`config.mk`:
```
export PLATFORM = sky130hd
export DESIGN_NAME = stream_packetizer
export DESIGN_NICKNAME = d
export VERILOG_FILES = /design/src/rtl/stream_packetizer.sv
export SDC_FILE = /design/constraint.sdc
export NUM_CORES = 1
export LEC_CHECK = 0
export ABC_CLOCK_PERIOD_IN_PS = 5200
export BUFFER_PORTS_ARGS = -buffer_cell sky130_fd_sc_hd__buf_2
export CORE_ASPECT_RATIO = 0.8
export CORE_UTILIZATION = 38
export CTS_CLUSTER_DIAMETER = 50
export CTS_CLUSTER_SIZE = 24
export DETAILED_ROUTE_END_ITERATION = 10
export PLACE_DENSITY = 0.7
export SKIP_CTS_REPAIR_TIMING = 1
export SYNTH_ARGS = -nofsm -noshare
export SYNTH_HDL_FRONTEND = slang
export SYNTH_SLANG_ARGS = --single-unit
export TNS_END_PERCENT = 10
```
`constraint.sdc`:
```
create_clock -name clk -period 5.2 [get_ports clk]
set_input_delay 1.3 -clock clk [delete_from_list [all_inputs] [get_ports clk]]
set_output_delay 1.3 -clock clk [all_outputs]
set_load 0.05 [all_outputs]
```
`src/rtl/stream_packetizer.sv`:
```
// Wraps 32-bit kernel words (ap_vld/ap_ack) into 49-bit BFT packets with a rolling
// receiver address, credit-based flow control and free-space credit replenishment.
module stream_packetizer #(
  parameter int PACKET_BITS           = 49,
  parameter int PAYLOAD_BITS          = 32,
  parameter int NUM_LEAF_BITS         = 4,
  parameter int NUM_PORT_BITS         = 4,
  parameter int NUM_ADDR_BITS         = 7,
  parameter int FREESPACE_UPDATE_SIZE = 64,
  parameter int CREDIT_INIT           = 128
) (
  input  logic                     clk,
  input  logic                     reset,
  input  logic [PAYLOAD_BITS-1:0]  din_user,
  input  logic                     vld_user2pkt,
  output logic                     ack_pkt2user,
  output logic [PACKET_BITS-1:0]   dout_pkt,
  input  logic                     out_ready,
  input  logic [PACKET_BITS-1:0]   din_credit,
  input  logic                     cfg_we,
  input  logic [NUM_LEAF_BITS-1:0] cfg_dest_leaf,
  input  logic [NUM_PORT_BITS-1:0] cfg_dest_port,
  output logic [7:0]               credit_cnt,
  output logic                     busy,
  output logic                     credit_err
);

  localparam int CTRL_BIT = PAYLOAD_BITS;
  localparam int ADDR_LSB = CTRL_BIT + 1;
  localparam int PORT_LSB = ADDR_LSB + NUM_ADDR_BITS;
  localparam int LEAF_LSB = PORT_LSB + NUM_PORT_BITS;
  localparam logic [NUM_ADDR_BITS-1:0] ADDR_ONE = 1;

  typedef enum logic {IDLE, SEND} state_t;

  state_t                   state_q, state_d;
  logic [PAYLOAD_BITS-1:0]  hold_q, hold_d;
  logic [NUM_ADDR_BITS-1:0] addr_q, addr_d;
  logic [NUM_LEAF_BITS-1:0] leaf_q, leaf_d;
  logic [NUM_PORT_BITS-1:0] port_q, port_d;
  logic [7:0]               credit_q, credit_d;
  logic                     err_q, err_d;

  logic       pkt_valid;
  logic       send_fire;
  logic       credit_hit;
  logic [8:0] credit_sum;
  logic       credit_unused;

  // Handshake: the kernel word transfers on a cycle with vld_user2pkt & ack_pkt2user;
  // the packet transfers on a cycle with dout_pkt[48] & out_ready.
  assign pkt_valid  = (state_q == SEND) && (credit_q != 8'd0);
  assign send_fire  = pkt_valid && out_ready;
  assign credit_hit = din_credit[PACKET_BITS-1] && din_credit[CTRL_BIT]
                   && (din_credit[LEAF_LSB +: NUM_LEAF_BITS] == leaf_q)
                   && (din_credit[PORT_LSB +: NUM_PORT_BITS] == port_q);

  // Address and payload of returned update packets carry no meaning here.
  assign credit_unused = ^{din_credit[ADDR_LSB +: NUM_ADDR_BITS], din_credit[PAYLOAD_BITS-1:0]};

  assign ack_pkt2user = (state_q == IDLE) && vld_user2pkt && reset;
  assign credit_cnt   = credit_q;
  assign busy         = (state_q == SEND);
  assign credit_err   = err_q;

  always_comb begin
    dout_pkt = '0;
    if (state_q == SEND) begin
      dout_pkt = {pkt_valid, leaf_q, port_q, addr_q, 1'b0, hold_q};
    end
  end

  always_comb begin
    state_d = state_q;
    hold_d  = hold_q;
    addr_d  = addr_q;
    leaf_d  = leaf_q;
    port_d  = port_q;
    case (state_q)
      IDLE: begin
        if (ack_pkt2user) begin
          hold_d  = din_user;
          state_d = SEND;
        end else if (cfg_we) begin
          leaf_d = cfg_dest_leaf;
          port_d = cfg_dest_port;
        end
      end
      SEND: begin
        if (send_fire) begin
          addr_d  = addr_q + ADDR_ONE;
          state_d = IDLE;
        end
      end
      default: state_d = IDLE;
    endcase
  end

  // Credits never underflow: a send only fires with a nonzero count.
  always_comb begin
    credit_sum = {1'b0, credit_q};
    if (send_fire) credit_sum = credit_sum - 9'd1;
    if (credit_hit) credit_sum = credit_sum + 9'(FREESPACE_UPDATE_SIZE);
    credit_d = credit_sum[7:0];
    err_d    = err_q;
    if (credit_sum > 9'(CREDIT_INIT)) begin
      credit_d = 8'(CREDIT_INIT);
      err_d    = 1'b1;
    end
  end

  always_ff @(posedge clk) begin
    if (!reset) begin
      state_q  <= IDLE;
      hold_q   <= '0;
      addr_q   <= '0;
      leaf_q   <= '0;
      port_q   <= '0;
      credit_q <= 8'(CREDIT_INIT);
      err_q    <= 1'b0;
    end else begin
      state_q  <= state_d;
      hold_q   <= hold_d;
      addr_q   <= addr_d;
      leaf_q   <= leaf_d;
      port_q   <= port_d;
      credit_q <= credit_d;
      err_q    <= err_d;
    end
  end

endmodule

```
# Yosys cells after proc, flatten, opt, wreduce, memory -nomap -nowiden
# Index checks and enable logic that the tools add are counted.
# classes
muxes,6
bitwise,3
reduce_logical,12
n_eq_ne,2
magnitude_cmp,1
add_sub_neg,3
# op_table
op,count
$mux 49,1
$mux 9,2
$add 9x7->9 const B,1
$gt 9x8->1 const B,1
$sub 8x1->9 const B,1
$eq 4x4->1,2
$reduce_bool 8->1,1
$add 7x1->7 const B,1
$logic_and 1x1->1,7
$reduce_and 2->1,2
$not 1->1,3
$reduce_and 3->1,1
$mux 1,2
$pmux 1 s2,1
$reduce_or 2->1,1
# totals
out_inout_bits,60
register_bits,57

# Longest topological paths before layout
# Gate-level depths: netlist of the first run.
# depth
depth_word,8
mapped_depth,10
mapped_depth_nobuf,10

# Least setup slack after synthesis of the first run
# OpenSTA, ideal clock, no wires.
# synth_timing
kind,in2out
start,input reset
end,output ack_pkt2user
setup_slack_ns,1.440
arrival_ns,2.460
path_stages,5
required_time_ns,3.900
path_cell_list,buf_6 nand2_1 nor2_1 clkbuf_1 clkbuf_1
# synth_via
elab_chain_len,1
# synth_rtl
item,line_no,rtl
from (decl),13,"input logic reset,"
$logic_and 1x1->1,61,assign ack_pkt2user = (state_q == IDLE) && vld_user2pkt && reset;
to (decl),16,"output logic ack_pkt2user,"
# No other way between the ends.

# Worst setup path in the final report of the first run
# layout_timing
start,"register state_q, in the netlist busy"
end,output dout_pkt[35]
# layout_via
elab_chain_len,1
# layout_rtl
item,line_no,rtl
from (decl),36,"state_t state_q, state_d;"
from (signal assigned),122,state_q <= state_d;
$mux 49,68,if (state_q == SEND) begin
to (decl),17,"output logic [PACKET_BITS-1:0] dout_pkt,"
# No other way between the ends.

==> flow_summary.ini, run 1 <==
[critical_path]
timing.rr.start = busy$_SDFF_PN0_
cp_slowest_cell = dfxtp_1
cp-startpoint = busy$_SDFF_PN0_
critPathRequiredTime_ns = 3.90
reg2reg_slack_ns = 2.11
crit_type = register to output port
critPathMaxFanout = 31
crit_path_cell_trace = buf_4 -> and2_1 -> buf_2
rr_endpoint = credit_err$_SDFFE_PN0N_
start_kind = register
arrival_ns = 2.13
crit_buf_inv = 2
rr_worst_depth = 9
cpPeakStageDelay_ns = 0.96
end_kind = output port
crit_family = flip-flops
path_depth = 3
cp-endpoint = dout_pkt[35]

[timing]
drv_slew = 0
worstMarginPinSlew_ns = 0.9681
slew_headroom = 0.3537
holdWs_ns = 0.4508
hold_viol = 0
period_share = 0.6590
rsz0062_at_grt = no
setup_viol = 0
max_freq_ghz = 0.2918
fin_crit_ns = 3.427
fin_tns_setup_ns = 0
finClkSkew_ns = 0.003494

[clocking]
clk_latency_ns = 0.32
max-clock-path-buffers = 2
path_clk_slew_ns = 0.06
htree_levels = 3
cts_made_buffers = 9
clock_sinks = 57
tritoncts = built
root_buffer = clkbuf_8

[route]
vias_per_cell = 4.818
drc_errors = 0
wl_per_cell_um = 11.93
vias = 2616
drt-initial-drc-count = 109
routed_wl_um = 6476
postRouteAntennaNets = 0
dr.pass1.iters = 4

[floorplan]
die_h_um = 79.35
coreArea_sq_um = 7061
start_util = 0.4024
rows = 27
pin_count = 154
die_x_um = 98.68
dieArea_sq_um = 7830

[global_route]
grt_max_degree = 65
first_global_vias = 2346
grt_pass1_wl_um = 10680
grt_use_total = 0.1711
grt_overflow = 0
antenna_found_initial = 0

[logic_synthesis]
ys_seq_elements = 57
synth_area_sq_um = 2841
netlist_top_cells_area = dfxtp_1 (40%), and2_1 (11%), nand2_1 (9.6%), o21ai_0 (6.2%), mux2i_1 (3.9%)
yosysTopAreaCell = dfxtp_1
synth.distinct_cells = 46
netlist_instances = 347
synth_edf_count = 0
ys.flop_type = dfxtp_1
syn_nets = 445
synthMostInstantiatedCell = nand2_1
async_flop_share = 0
synthTopCellsByCount = nand2_1 (73), dfxtp_1 (57), and2_1 (50)
yosysWarningCount = 0
post-synth-top-area-fraction = 0.4016
avgSynthCellArea_sq_um = 8.189
synth-seq-area-share = 0.4016

[layout]
num_antenna_cells = 0
nets = 549
drive_above_1_share = 0.3158
area_growth_pct = 25.94
final_cells = 543

[placement]
hpwl_um = 4494
gp_congestion = 0.7960
dp_cells = 527
io_buffers = 113

[min_path]
min_path_type = register to register

[run]
maxCapViolations = 0

[power_and_ir_drop]
p_clk_frac = 0.305
switchingPower_uw = 390.0
pwr-share-comb = 0.250
vdd_ir_drop_max_mv = 0.1333
seqPwrFrac = 0.445
swShare = 0.3453
p_leak_uw = 0.001702
cellPowerDensity_nw_per_um2 = 315.6
p_int_uw = 739.5

[status]
status = completed
-- power by group through the flow --
stage | Clock [uW] | Combinational (uW) | Sequential, uW
floorplan | 0 | 200 | 528
global placement | 0 | 280 | 510
detailed placement | 0 | 283 | 513
CTS | 361 | 285 | 503
global route | 383 | 309 | 508
finish | 344 | 283 | 503
-- cell usage in the layout, fill, tap and decap left out, types with 4 or more instances in the layout --
cell / count
clkinv_2: 4
clkbuf_8: 9
dfxtp_1: 57
xor2_1: 10
xnor2_1: 7
mux2i_1: 11
nor2_1: 9
ha_1: 4
nand3_1: 6
buf_2: 113
nor2b_1: 10
nor3_1: 8
and2_1: 50
inv_1: 5
o21ai_0: 35
nand2_1: 73
-- logic make-up after synthesis --
kind of cell               after synthesis  share of synthesized area
DFF                                     57                     0.4016
other                                    1                   0.001320
xor gates and xnor gates                17                    0.05240
buffers and inverters                   28                    0.05240
adders and majority gates                4                    0.01761
AOI/OAI and AO/OA                       50                     0.1057
muxes                                   12                    0.04359
and+or+nand+nor                        178                     0.3254
-- layer usage --
| metal | vias to the layer above | track usage | part of all wire |
|---|---|---|---|
| met5 | - | 0 | 0 |
| met4 | 0 | 0.06418 | 0.0093 |
| met3 | 7 | 0.04842 | 0.059 |
| met2 | 83 | 0.2810 | 0.46 |
| met1 | 1179 | 0.2139 | 0.47 |
| li1 | 1347 | - | - |
-- registers in the layout, summed over array words and instances, names as in the netlist --
signal      count
addr_q          7
busy            1
credit_cnt      8
credit_err      1
hold_q         32
leaf_q          4
port_q          4
-- worst min-delay path by stage --
stage	startpoint	end	slack [ns]	cells past startpoint
floorplan	hold_q[0]$_SDFFE_PN0P_	hold_q[0]$_SDFFE_PN0P_	0.43	2
detailed placement	hold_q[9]$_SDFFE_PN0P_	hold_q[9]$_SDFFE_PN0P_	0.45	2
global route	hold_q[25]$_SDFFE_PN0P_	hold_q[25]$_SDFFE_PN0P_	0.47	2
finish	hold_q[26]$_SDFFE_PN0P_	hold_q[26]$_SDFFE_PN0P_	0.45	2
CTS	hold_q[9]$_SDFFE_PN0P_	hold_q[9]$_SDFFE_PN0P_	0.46	2
global placement	hold_q[15]$_SDFFE_PN0P_	hold_q[15]$_SDFFE_PN0P_	0.44	2
-- cell type report --
| class | instances | area [sq um] |
|---|---|---|
| Clock buffer | 10 | 127.6 |
| Clock inverter | 6 | 35.03 |
| Fill cell | 703 | 3482 |
| Inverter | 5 | 18.77 |
| Multi-Input combinational cell | 262 | 1559 |
| Sequential cell | 57 | 1141 |
| Tap cell | 87 | 108.9 |
| Timing Repair Buffer | 116 | 588.1 |
-- metrics by stage --
| stage | cell area (sq um) | setup slack, ns | total power, uW | util |
|---|---|---|---|---|
| after floorplan | 2841 | 1.440 | 727.4 | - |
| after global placement | 3416 | 1.860 | 790.0 | 0.4838 |
| after detailed placement | 3416 | 1.775 | 795.7 | 0.4838 |
| after CTS | 3578 | 1.737 | 1149 | 0.5068 |
| after global routing | 3578 | 1.620 | 1201 | 0.5068 |
| final | 3578 | 1.773 | 1130 | 0.5068 |
-- worst reg2reg max path: stages, from the launching register on --
cell and delay, ns:
dfxtp_1 0.96, nand4bb_1 0.41, nor3_1 0.31, mux2i_1 0.25, inv_1 0.08, ha_1 0.31, inv_1 0.06, nor2_1 0.04
a32o_2 0.29, o31a_1 0.28
No activity file was read; power rests on OpenSTA's default activity.
==> run 2, diff against run 1 <==
--- a/config.mk
+++ b/config.mk
@@ -5,7 +5,7 @@
 export SDC_FILE = /design/constraint.sdc
 export NUM_CORES = 1
 export LEC_CHECK = 0
-export ABC_CLOCK_PERIOD_IN_PS = 5200
+export ABC_CLOCK_PERIOD_IN_PS = 3500
 export BUFFER_PORTS_ARGS = -buffer_cell sky130_fd_sc_hd__buf_2
 export CORE_ASPECT_RATIO = 0.8
 export CORE_UTILIZATION = 38
==> constraint.sdc (replaced) <==
create_clock -name clk -period 3.5 [get_ports clk]
set_input_delay 0.875 -clock clk [delete_from_list [all_inputs] [get_ports clk]]
set_output_delay 0.875 -clock clk [all_outputs]
set_load 0.05 [all_outputs]
==> run 2 against run 1 <==
  * Core utilization grew 1.3 points
  * Largest cell class unchanged
  * Power rose by 70%
  * Clock power up 120%
  * Clock skew up 0.0016 ns
  * First-iteration DRC count fell by 20%
  * Sequential power rose by 47%
==> flow_summary.ini, run 2 (same netlist as run 1, synthesis figures left out) <==
[critical_path]
arrival_ns = 1.86
crit_family = buffers and inverters
path_depth = 3
cp-startpoint = busy$_SDFF_PN0_
cp_slowest_cell = dfxtp_1
start_kind = register
crit_buf_inv = 2
critPathRequiredTime_ns = 2.62
reg2reg_slack_ns = 0.82
crit_type = register to output port
end_kind = output port
critPathMaxFanout = 40
timing.rr.start = credit_cnt[3]$_SDFF_PP0_
crit_path_cell_trace = buf_4 -> and2_1 -> buf_2
rr_worst_depth = 9
rr_endpoint = credit_err$_SDFFE_PN0N_
cp-endpoint = dout_pkt[0]
cpPeakStageDelay_ns = 0.64

[layout]
largest-register = hold_q
drive_above_1_share = 0.3173
layout_common_cells = buf_2 (113), nand2_1 (73), dfxtp_1 (57)
final.fill_count = 684
final_cells = 544
num_antenna_cells = 0
largest_register_ffs = 32
layout_commonest_cell = buf_2
nets = 550
multi_input_area_sq_um = 1559
area_growth_pct = 29.06
seqCellArea_sq_um = 1141

[min_path]
min_path_type = register to register

[clocking]
root_buffer = clkbuf_8
path_clk_slew_ns = 0.06
cts_made_buffers = 9
clk_latency_ns = 0.33
htree_levels = 3
clock_sinks = 57
tritoncts = built
max-clock-path-buffers = 2

[floorplan]
die_h_um = 79.35
start_util = 0.4024
pin_count = 154
dieArea_sq_um = 7830
die_x_um = 98.68
rows = 27
coreArea_sq_um = 7061

[timing]
max_freq_ghz = 0.3652
rsz0062_at_grt = no
fin_tns_setup_ns = 0
fin_crit_ns = 2.738
finClkSkew_ns = 0.005084
slew_headroom = 0.6139
period_share = 0.7824
drv_slew = 0
hold_viol = 0
worstMarginPinSlew_ns = 0.5774
setup_viol = 0

[power_and_ir_drop]
vdd_ir_drop_max_mv = 0.2080
p_leak_uw = 0.001745
cellPowerDensity_nw_per_um2 = 524.2

[route]
routed_wl_um = 6560
vias_per_cell = 4.814
vias = 2619
postRouteAntennaNets = 0
drt-initial-drc-count = 87
dr.pass1.iters = 4
wl_per_cell_um = 12.06
drc_errors = 0

[placement]
dp_cells = 528
gp_congestion = 0.8030
io_buffers = 113
hpwl_um = 4562

[global_route]
grt_max_degree = 65
antenna_found_initial = 0
grt_pass1_wl_um = 10980
grt_overflow = 0
grt_use_total = 0.1772
first_global_vias = 2386

[run]
maxCapViolations = 0

[status]
status = completed
run 2: cell types whose count changed in the layout (fill, tap and decap cells not counted):
cell / change
bufinv_16: +3
clkinv_2: -3
buf_4: +1
clkbuf_8: +1
clkinvlp_4: -1
run 2: stage by stage:
stage                     area [sq um]  setup slack, ns  hold WS (ns)  power, uW  utilization
final                             3667           0.7618        0.4521       1922       0.5194
after global routing              3667           0.5955        0.4656       2033       0.5194
after CTS                         3667           0.6945        0.4559       1953       0.5194
after detailed placement          3423           0.5628        0.4464       1186       0.4848
after global placement            3423           0.6092        0.4394       1174       0.4848
after floorplan                   2841           0.1916        0.4314       1081            -
run 2: metal layers:
layer | share of wire | global-route usage | vias to the layer above
met5 | 0 | 0 | -
met4 | 0.014 | 0.06269 | 0
met3 | 0.056 | 0.05018 | 8
met2 | 0.46 | 0.2951 | 96
met1 | 0.47 | 0.2202 | 1165
li1 | - | - | 1350
run 2: power breakdown:
part	internal [uW]	leakage (uW)	total (uW)	switching (uW)
combinational	149	0.00116	431	281
clock	491	0.000120	751	260
sequential	700	0.000467	741	40.8
total	1340	0.00174	1920	582
run 2: worst min path at each step:
stage                            start                       to  slack (ns)  depth (start not counted)
2_1_floorplan   hold_q[0]$_SDFFE_PN0P_   hold_q[0]$_SDFFE_PN0P_        0.43                          2
3_3_place_gp   hold_q[30]$_SDFFE_PN0P_  hold_q[30]$_SDFFE_PN0P_        0.44                          2
3_5_place_dp   hold_q[18]$_SDFFE_PN0P_  hold_q[18]$_SDFFE_PN0P_        0.45                          2
4_1_cts        hold_q[18]$_SDFFE_PN0P_  hold_q[18]$_SDFFE_PN0P_        0.46                          2
5_1_grt        hold_q[18]$_SDFFE_PN0P_  hold_q[18]$_SDFFE_PN0P_        0.47                          2
6_report       hold_q[16]$_SDFFE_PN0P_  hold_q[16]$_SDFFE_PN0P_        0.45                          2
run 2: cell type report:
type | count | share of cell area
Multi-Input combinational cell | 262 | 0.4251
Tap cell | 87 | 0.02968
Inverter | 5 | 0.005118
Clock buffer | 11 | 0.03855
Sequential cell | 57 | 0.3112
Timing Repair Buffer | 117 | 0.1624
Clock inverter | 5 | 0.02798
run 2: worst reg2reg max path, cell delays in order (launching register included):
cell	delay (ns)
dfxtp_1	0.40
or4_4	0.58
nor3_1	0.25
mux2i_1	0.27
inv_1	0.09
ha_1	0.32
inv_1	0.06
nor2_1	0.04
a32o_2	0.29
o31a_1	0.28
